## src/rtl/mem_access_stage_if.sv

```systemverilog
// rtl/mem_access_stage_if.sv - data-memory req/ack bus between the MEM stage and data memory
interface mem_access_stage_if;
    logic        bus_req;
    logic        bus_we;
    logic [31:0] bus_addr;
    logic [31:0] bus_wdata;
    logic [3:0]  bus_be;
    logic        bus_ack;
    logic [31:0] bus_rdata;

    modport master (
        output bus_req, bus_we, bus_addr, bus_wdata, bus_be,
        input  bus_ack, bus_rdata
    );

    modport slave (
        input  bus_req, bus_we, bus_addr, bus_wdata, bus_be,
        output bus_ack, bus_rdata
    );
endinterface

```

## src/rtl/mem_access_stage.sv

```systemverilog
// rtl/mem_access_stage.sv - MEM-stage load/store unit; MEM_TIMEOUT_EN adds a REQ timeout abort
module mem_access_stage #(
    parameter int TIMEOUT_CYCLES = 16
) (
    input  logic                clk,
    input  logic                reset_n,
    input  logic [31:0]         alu_result_in,
    input  logic [31:0]         write_data_in,
    input  logic [4:0]          rd_in,
    input  logic                reg_write_in,
    input  logic                mem_to_reg_in,
    input  logic                mem_read_in,
    input  logic                mem_write_in,
    input  logic [1:0]          size_in,
    input  logic                unsigned_in,
    mem_access_stage_if.master  bus,
    output logic [31:0]         mem_read_data_out,
    output logic [31:0]         alu_result_out,
    output logic [4:0]          rd_out,
    output logic                mem_to_reg_out,
    output logic                reg_write_out,
    output logic                stall_out,
    output logic                misalign_out,
    output logic                bus_err_out
);
    typedef enum logic [1:0] {IDLE, REQ, DONE} state_t;

    if (TIMEOUT_CYCLES < 1) begin : g_bad_timeout
        $error("TIMEOUT_CYCLES must be at least 1");
    end

    state_t      state_q, state_d;
    logic        req_q, req_d;
    logic        we_q, we_d;
    logic [31:0] addr_q, addr_d;
    logic [31:0] wdata_q, wdata_d;
    logic [3:0]  be_q, be_d;
    logic [31:0] rdata_q, rdata_d;
    logic        err_q, err_d;

    logic        access;
    logic [1:0]  off;
    logic [3:0]  be_calc;
    logic [31:0] wdata_calc;
    logic [31:0] load_fmt;
    logic [7:0]  lane_b;
    logic [15:0] lane_h;

    assign off = alu_result_in[1:0];

    // size 2'b11 is reserved and behaves as a word, hence size_in[1] alone selects word rules
    assign misalign_out = (mem_read_in | mem_write_in) &
                          (((size_in == 2'b01) & off[0]) | (size_in[1] & (off != 2'b00)));
    assign access         = (mem_read_in | mem_write_in) & ~misalign_out;
    assign stall_out      = access & (state_q != DONE);
    assign reg_write_out  = reg_write_in & ~misalign_out;
    assign alu_result_out = alu_result_in;
    assign rd_out         = rd_in;
    assign mem_to_reg_out = mem_to_reg_in;

    assign lane_b = bus.bus_rdata[{off, 3'b000} +: 8];
    assign lane_h = bus.bus_rdata[{off[1], 4'b0000} +: 16];

    always_comb begin
        be_calc    = 4'b1111;
        wdata_calc = write_data_in;
        load_fmt   = bus.bus_rdata;
        case (size_in)
            2'b00: begin
                be_calc    = 4'b0001 << off;
                wdata_calc = {4{write_data_in[7:0]}};
                load_fmt   = {{24{lane_b[7] & ~unsigned_in}}, lane_b};
            end
            2'b01: begin
                be_calc    = 4'b0011 << off;
                wdata_calc = {2{write_data_in[15:0]}};
                load_fmt   = {{16{lane_h[15] & ~unsigned_in}}, lane_h};
            end
            default: ;
        endcase
    end

`ifdef MEM_TIMEOUT_EN
    localparam int CNT_W = (TIMEOUT_CYCLES > 1) ? $clog2(TIMEOUT_CYCLES) : 1;
    logic [CNT_W-1:0] cnt_q, cnt_d;
`endif

    always_comb begin
        state_d = state_q;
        req_d   = req_q;
        we_d    = we_q;
        addr_d  = addr_q;
        wdata_d = wdata_q;
        be_d    = be_q;
        rdata_d = rdata_q;
        err_d   = err_q;
`ifdef MEM_TIMEOUT_EN
        cnt_d   = cnt_q;
`endif
        case (state_q)
            IDLE: begin
                if (access) begin
                    state_d = REQ;
                    req_d   = 1'b1;
                    we_d    = mem_write_in;
                    addr_d  = {alu_result_in[31:2], 2'b00};
                    be_d    = be_calc;
                    wdata_d = wdata_calc;
                    err_d   = 1'b0;
`ifdef MEM_TIMEOUT_EN
                    cnt_d   = '0;
`endif
                end
            end
            REQ: begin
                if (bus.bus_ack) begin
                    state_d = DONE;
                    req_d   = 1'b0;
                    if (mem_read_in & ~mem_write_in) rdata_d = load_fmt;
                end
`ifdef MEM_TIMEOUT_EN
                else if (cnt_q == CNT_W'(TIMEOUT_CYCLES - 1)) begin
                    state_d = DONE;
                    req_d   = 1'b0;
                    rdata_d = '0;
                    err_d   = 1'b1;
                end else begin
                    cnt_d = cnt_q + 1'b1;
                end
`endif
            end
            DONE:    state_d = IDLE;
            default: state_d = IDLE;
        endcase
    end

    always_ff @(posedge clk or negedge reset_n) begin
        if (!reset_n) begin
            state_q <= IDLE;
            req_q   <= 1'b0;
            we_q    <= 1'b0;
            addr_q  <= '0;
            wdata_q <= '0;
            be_q    <= '0;
            rdata_q <= '0;
            err_q   <= 1'b0;
`ifdef MEM_TIMEOUT_EN
            cnt_q   <= '0;
`endif
        end else begin
            state_q <= state_d;
            req_q   <= req_d;
            we_q    <= we_d;
            addr_q  <= addr_d;
            wdata_q <= wdata_d;
            be_q    <= be_d;
            rdata_q <= rdata_d;
            err_q   <= err_d;
`ifdef MEM_TIMEOUT_EN
            cnt_q   <= cnt_d;
`endif
        end
    end

    assign bus.bus_req      = req_q;
    assign bus.bus_we       = we_q;
    assign bus.bus_addr     = addr_q;
    assign bus.bus_wdata    = wdata_q;
    assign bus.bus_be       = be_q;
    assign mem_read_data_out = rdata_q;
`ifdef MEM_TIMEOUT_EN
    assign bus_err_out = err_q;
`else
    assign bus_err_out = 1'b0;
    logic unused_err;
    assign unused_err = err_q;
`endif
endmodule

```

## src/flat_wrapper.sv

```systemverilog
// flat-port wrapper written by rule: the top's interface ports become plain ports
module mem_access_stage_flat 
#(
    parameter int TIMEOUT_CYCLES = 16
)
  (clk, reset_n, alu_result_in, write_data_in, rd_in, reg_write_in, mem_to_reg_in, mem_read_in, mem_write_in, size_in, unsigned_in, mem_read_data_out, alu_result_out, rd_out, mem_to_reg_out, reg_write_out, stall_out, misalign_out, bus_err_out, bus_bus_req, bus_bus_we, bus_bus_addr, bus_bus_wdata, bus_bus_be, bus_bus_ack, bus_bus_rdata);
  mem_access_stage_if bus_i ();
  input  logic clk;
  input  logic reset_n;
  input  logic [31:0] alu_result_in;
  input  logic [31:0] write_data_in;
  input  logic [4:0] rd_in;
  input  logic reg_write_in;
  input  logic mem_to_reg_in;
  input  logic mem_read_in;
  input  logic mem_write_in;
  input  logic [1:0] size_in;
  input  logic unsigned_in;
  output logic [31:0] mem_read_data_out;
  output logic [31:0] alu_result_out;
  output logic [4:0] rd_out;
  output logic mem_to_reg_out;
  output logic reg_write_out;
  output logic stall_out;
  output logic misalign_out;
  output logic bus_err_out;
  output wire logic [$bits(bus_i.bus_req)-1:0] bus_bus_req;
  output wire logic [$bits(bus_i.bus_we)-1:0] bus_bus_we;
  output wire logic [$bits(bus_i.bus_addr)-1:0] bus_bus_addr;
  output wire logic [$bits(bus_i.bus_wdata)-1:0] bus_bus_wdata;
  output wire logic [$bits(bus_i.bus_be)-1:0] bus_bus_be;
  input wire logic [$bits(bus_i.bus_ack)-1:0] bus_bus_ack;
  input wire logic [$bits(bus_i.bus_rdata)-1:0] bus_bus_rdata;
  assign bus_bus_req = bus_i.bus_req;
  assign bus_bus_we = bus_i.bus_we;
  assign bus_bus_addr = bus_i.bus_addr;
  assign bus_bus_wdata = bus_i.bus_wdata;
  assign bus_bus_be = bus_i.bus_be;
  assign bus_i.bus_ack = bus_bus_ack;
  assign bus_i.bus_rdata = bus_bus_rdata;
  mem_access_stage #(.TIMEOUT_CYCLES(TIMEOUT_CYCLES)) u_core (.clk(clk), .reset_n(reset_n), .alu_result_in(alu_result_in), .write_data_in(write_data_in), .rd_in(rd_in), .reg_write_in(reg_write_in), .mem_to_reg_in(mem_to_reg_in), .mem_read_in(mem_read_in), .mem_write_in(mem_write_in), .size_in(size_in), .unsigned_in(unsigned_in), .bus(bus_i), .mem_read_data_out(mem_read_data_out), .alu_result_out(alu_result_out), .rd_out(rd_out), .mem_to_reg_out(mem_to_reg_out), .reg_write_out(reg_write_out), .stall_out(stall_out), .misalign_out(misalign_out), .bus_err_out(bus_err_out));
endmodule
```

## config.mk

```make
export PLATFORM = sky130hd
export DESIGN_NAME = mem_access_stage_flat
export DESIGN_NICKNAME = d
export VERILOG_FILES = /design/src/rtl/mem_access_stage_if.sv /design/src/rtl/mem_access_stage.sv /design/src/flat_wrapper.sv
export SDC_FILE = /design/constraint.sdc
export NUM_CORES = 1
export LEC_CHECK = 0
export ABC_AREA = 1
export BUFFER_PORTS_ARGS = -buffer_cell sky130_fd_sc_hd__buf_2
export CAP_MARGIN = 15
export CORE_MARGIN = 1.5
export CORE_UTILIZATION = 32
export DETAILED_ROUTE_END_ITERATION = 12
export SETUP_SLACK_MARGIN = 0.02
export SLEW_MARGIN = 10
export SYNTH_ARGS = -nofsm -noshare
export SYNTH_HDL_FRONTEND = slang
export SYNTH_SLANG_ARGS = --single-unit
```

## constraint.sdc

```tcl
create_clock -name clk -period 1.96 [get_ports clk]
set_input_delay 0.196 -clock clk [delete_from_list [all_inputs] [get_ports clk]]
set_output_delay 0.196 -clock clk [all_outputs]
set_load 0.1 [all_outputs]
```

==> flow_metrics.py <==
metrics = {
    "outcome": {
        "outcome": "finished clean",
    },
    "die": {
        "die-area_mm2": 0.0175,
        "fp.dieW_um": 132,
        "die_y_um": 132,
        "core_area_mm2": 0.0165,
        "ioPinCount": 255,
        "fp-row-count": 47,
        "start_util": 0.326,
    },
    "synth": {
        "avgSynthCellArea_um2": 7.66,
        "synth-edff-count": 0,
        "synth_flop_cell": "dfrtp_1",
        "ys_seq_elements": 102,
        "synth_async_sr_flop_share": 1.00,
        "synth-seq-area-share": 0.476,
        "syn_inst": 700,
        "yosys_warnings": 0,
        "synth_cell_types": 27,
        "syn-cell-area_mm2": 0.00536,
    },
    "grt": {
        "antenna_found_initial": 1,
        "grt.overflow.total": 0,
        "grt_pass1_wl_mm": 24.1,
        "grt_max_degree": 103,
        "grt_util_all_layers": 0.173,
        "grt_pass1_vias": 4549,
    },
    "setup_path": {
        "startpoint_type": "register",
        "path_cells": "inv_1, nand3_1, inv_1, nand3_1, buf_4, buf_4, a21oi_1, nand2_1, nand2_1",
        "cp_max_fo": 28,
        "cpPeakStageDelay_ns": 0.41,
        "worstSetupEndpointType": "register",
        "timing_worst_setup_path_type": "register to register",
        "critPathSlowestCell": "dfrtp_1",
        "r2r-start": "u_core.state_q[1]",
        "r2r-end": "u_core.mem_read_data_out[14]",
        "rr_worst_depth": 9,
        "cp.required_ns": 2.19,
        "cp.arrival_ns": 1.79,
        "r2r_slack_ns": 0.41,
    },
    "drt": {
        "wl_mm": 15.0,
        "drc": 0,
        "vias_per_cell": 4.43,
        "antenna_left": 0,
        "drt-initial-drc-count": 330,
        "first_pass_iters": 4,
        "wl_per_cell_um": 13.5,
        "vias": 4941,
    },
    "layout": {
        "syn_to_final_growth_pct": 27.3,
        "drive_gt1_frac": 0.353,
        "fin_util": 0.414,
        "fill_cells": 1754,
        "layout_commonest_cell": "buf_2",
        "final_nets": 1000,
        "final_cell_mix": "buf_2, nand2_1, dfrtp_1, inv_1, nor2_1",
    },
    "min_path": {
        "hold_end": "u_core.bus.bus_addr[4]",
        "hp-start": "alu_result_in[4]",
        "min_path_type": "primary input to register",
        "hold_path_depth": 3,
    },
    "sta": {
        "drv_slew": 0,
        "setup_violations": 0,
        "tightestPinTransition_ns": 0.571,
        "fmax_mhz": 643,
        "skew_ns": 0.00935,
        "holdWs_ns": 0.0411,
        "max_slew_margin": 0.620,
        "period_share": 0.793,
        "post-route-min-period_ns": 1.55,
        "fin_setup_tns_ns": 0,
        "setup_slack_ns": 0.406,
        "rsz0062_at_grt": "false",
        "finalHoldViolations": 0,
    },
    "placement": {
        "place_hpwl_mm": 11.0,
        "port_buffers": 239,
        "dp_slack_ns": 0.375,
        "gp_congestion": 0.810,
    },
    "clocking": {
        "cts_buffer_depth": 2,
        "holdBufCountCts": 1,
        "h-tree-depth": 3,
        "postCtsSetupBuffers": 0,
        "tritoncts": "done",
        "cts_root_buf": "clkbuf_16",
        "cts_made_buffers": 9,
        "worstSkewPairLatency_ns": 0.35,
        "cts_resized": 0,
        "cts.clk_slew.worst_paths_ns": 0.08,
        "cts.sinks": 102,
    },
    "flow_run": {
        "cap_violations": 0,
    },
}
## critical path, delay by kind of cell (launching register included)
kind / cells / cell delay [ns]
simple gates: 4 / 0.37
compound gates: 1 / 0.04
flops: 1 / 0.41
buf+inv: 4 / 0.63
## synth_stat cells, types with 6 or more instances
master | n | area share
a21oi_1 | 40 | 0.037
buf_2 | 19 | 0.018
buf_4 | 43 | 0.060
clkbuf_1 | 7 | 0.0049
dfrtp_1 | 102 | 0.48
inv_1 | 64 | 0.045
nand2_1 | 223 | 0.16
nand2_2 | 9 | 0.011
nand3_1 | 26 | 0.024
nand4_1 | 7 | 0.0082
nor2_1 | 59 | 0.041
o21ai_0 | 48 | 0.045
o21ai_1 | 6 | 0.0056
o21ai_2 | 10 | 0.016
or2_2 | 16 | 0.019
## logic make-up (layout without fill, tap and decap cells)
kind of cell,after synthesis,in the layout,share of synthesized area
AO/OA/AOI/OAI,105,105,0.106
buffers and inverters,146,338,0.146
flip-flops,102,102,0.476
other,1,4,0.000700
AND/OR/NAND/NOR,346,346,0.271
## registers in the layout, summed over array words and instances, names as in the netlist
signal and cells:
u_core.bus.bus_wdata 32, u_core.mem_read_data_out 32, u_core.bus.bus_addr 30, u_core.bus.bus_be 4, u_core.state_q 2, u_core.bus.bus_req 1
u_core.bus.bus_we 1
## per-stage QoR
stage	cell area (um2)	instances
finish	6820	1115
detailed placement	6510	1097
global placement	6510	1097
global route	6820	1115
floorplan	5380	702
CTS	6820	1114
## worst max path at each step
stage | startpoint | end | cells past startpoint
global placement | size_in[1] | u_core.bus.bus_addr[12] | 9
global route | u_core.state_q[1] | u_core.mem_read_data_out[14] | 9
detailed placement | size_in[1] | u_core.bus.bus_addr[13] | 9
finish | u_core.state_q[1] | u_core.mem_read_data_out[14] | 9
CTS | u_core.state_q[1] | u_core.mem_read_data_out[14] | 9
floorplan | size_in[1] | reg_write_out | 6
## layout make-up
| class | count | area (um2) | area share |
|---|---|---|---|
| Sequential cell | 102 | 2550 | 0.374 |
| Multi-Input combinational cell | 454 | 2050 | 0.301 |
| Timing Repair Buffer | 253 | 1380 | 0.202 |
| Tap cell | 220 | 275 | 0.0403 |
| Inverter | 69 | 259 | 0.0380 |
| Clock buffer | 9 | 225 | 0.0330 |
| Clock inverter | 7 | 80.1 | 0.0117 |
| Antenna cell | 1 | 2.50 | 0.000367 |
## routing by layer
metal | share of wire | wire, um | track usage | vias to the layer above
li1 | - | - | - | 2497
met4 | 0.020 | 297 | 0.0708 | 0
met3 | 0.059 | 887 | 0.0345 | 19
met1 | 0.46 | 6870 | 0.236 | 2246
met2 | 0.46 | 6960 | 0.271 | 179
met5 | 0 | 0 | 0 | -
Power is not shown: default switching activity piles up to over one toggle a cycle in this logic, so the estimate is an artifact.
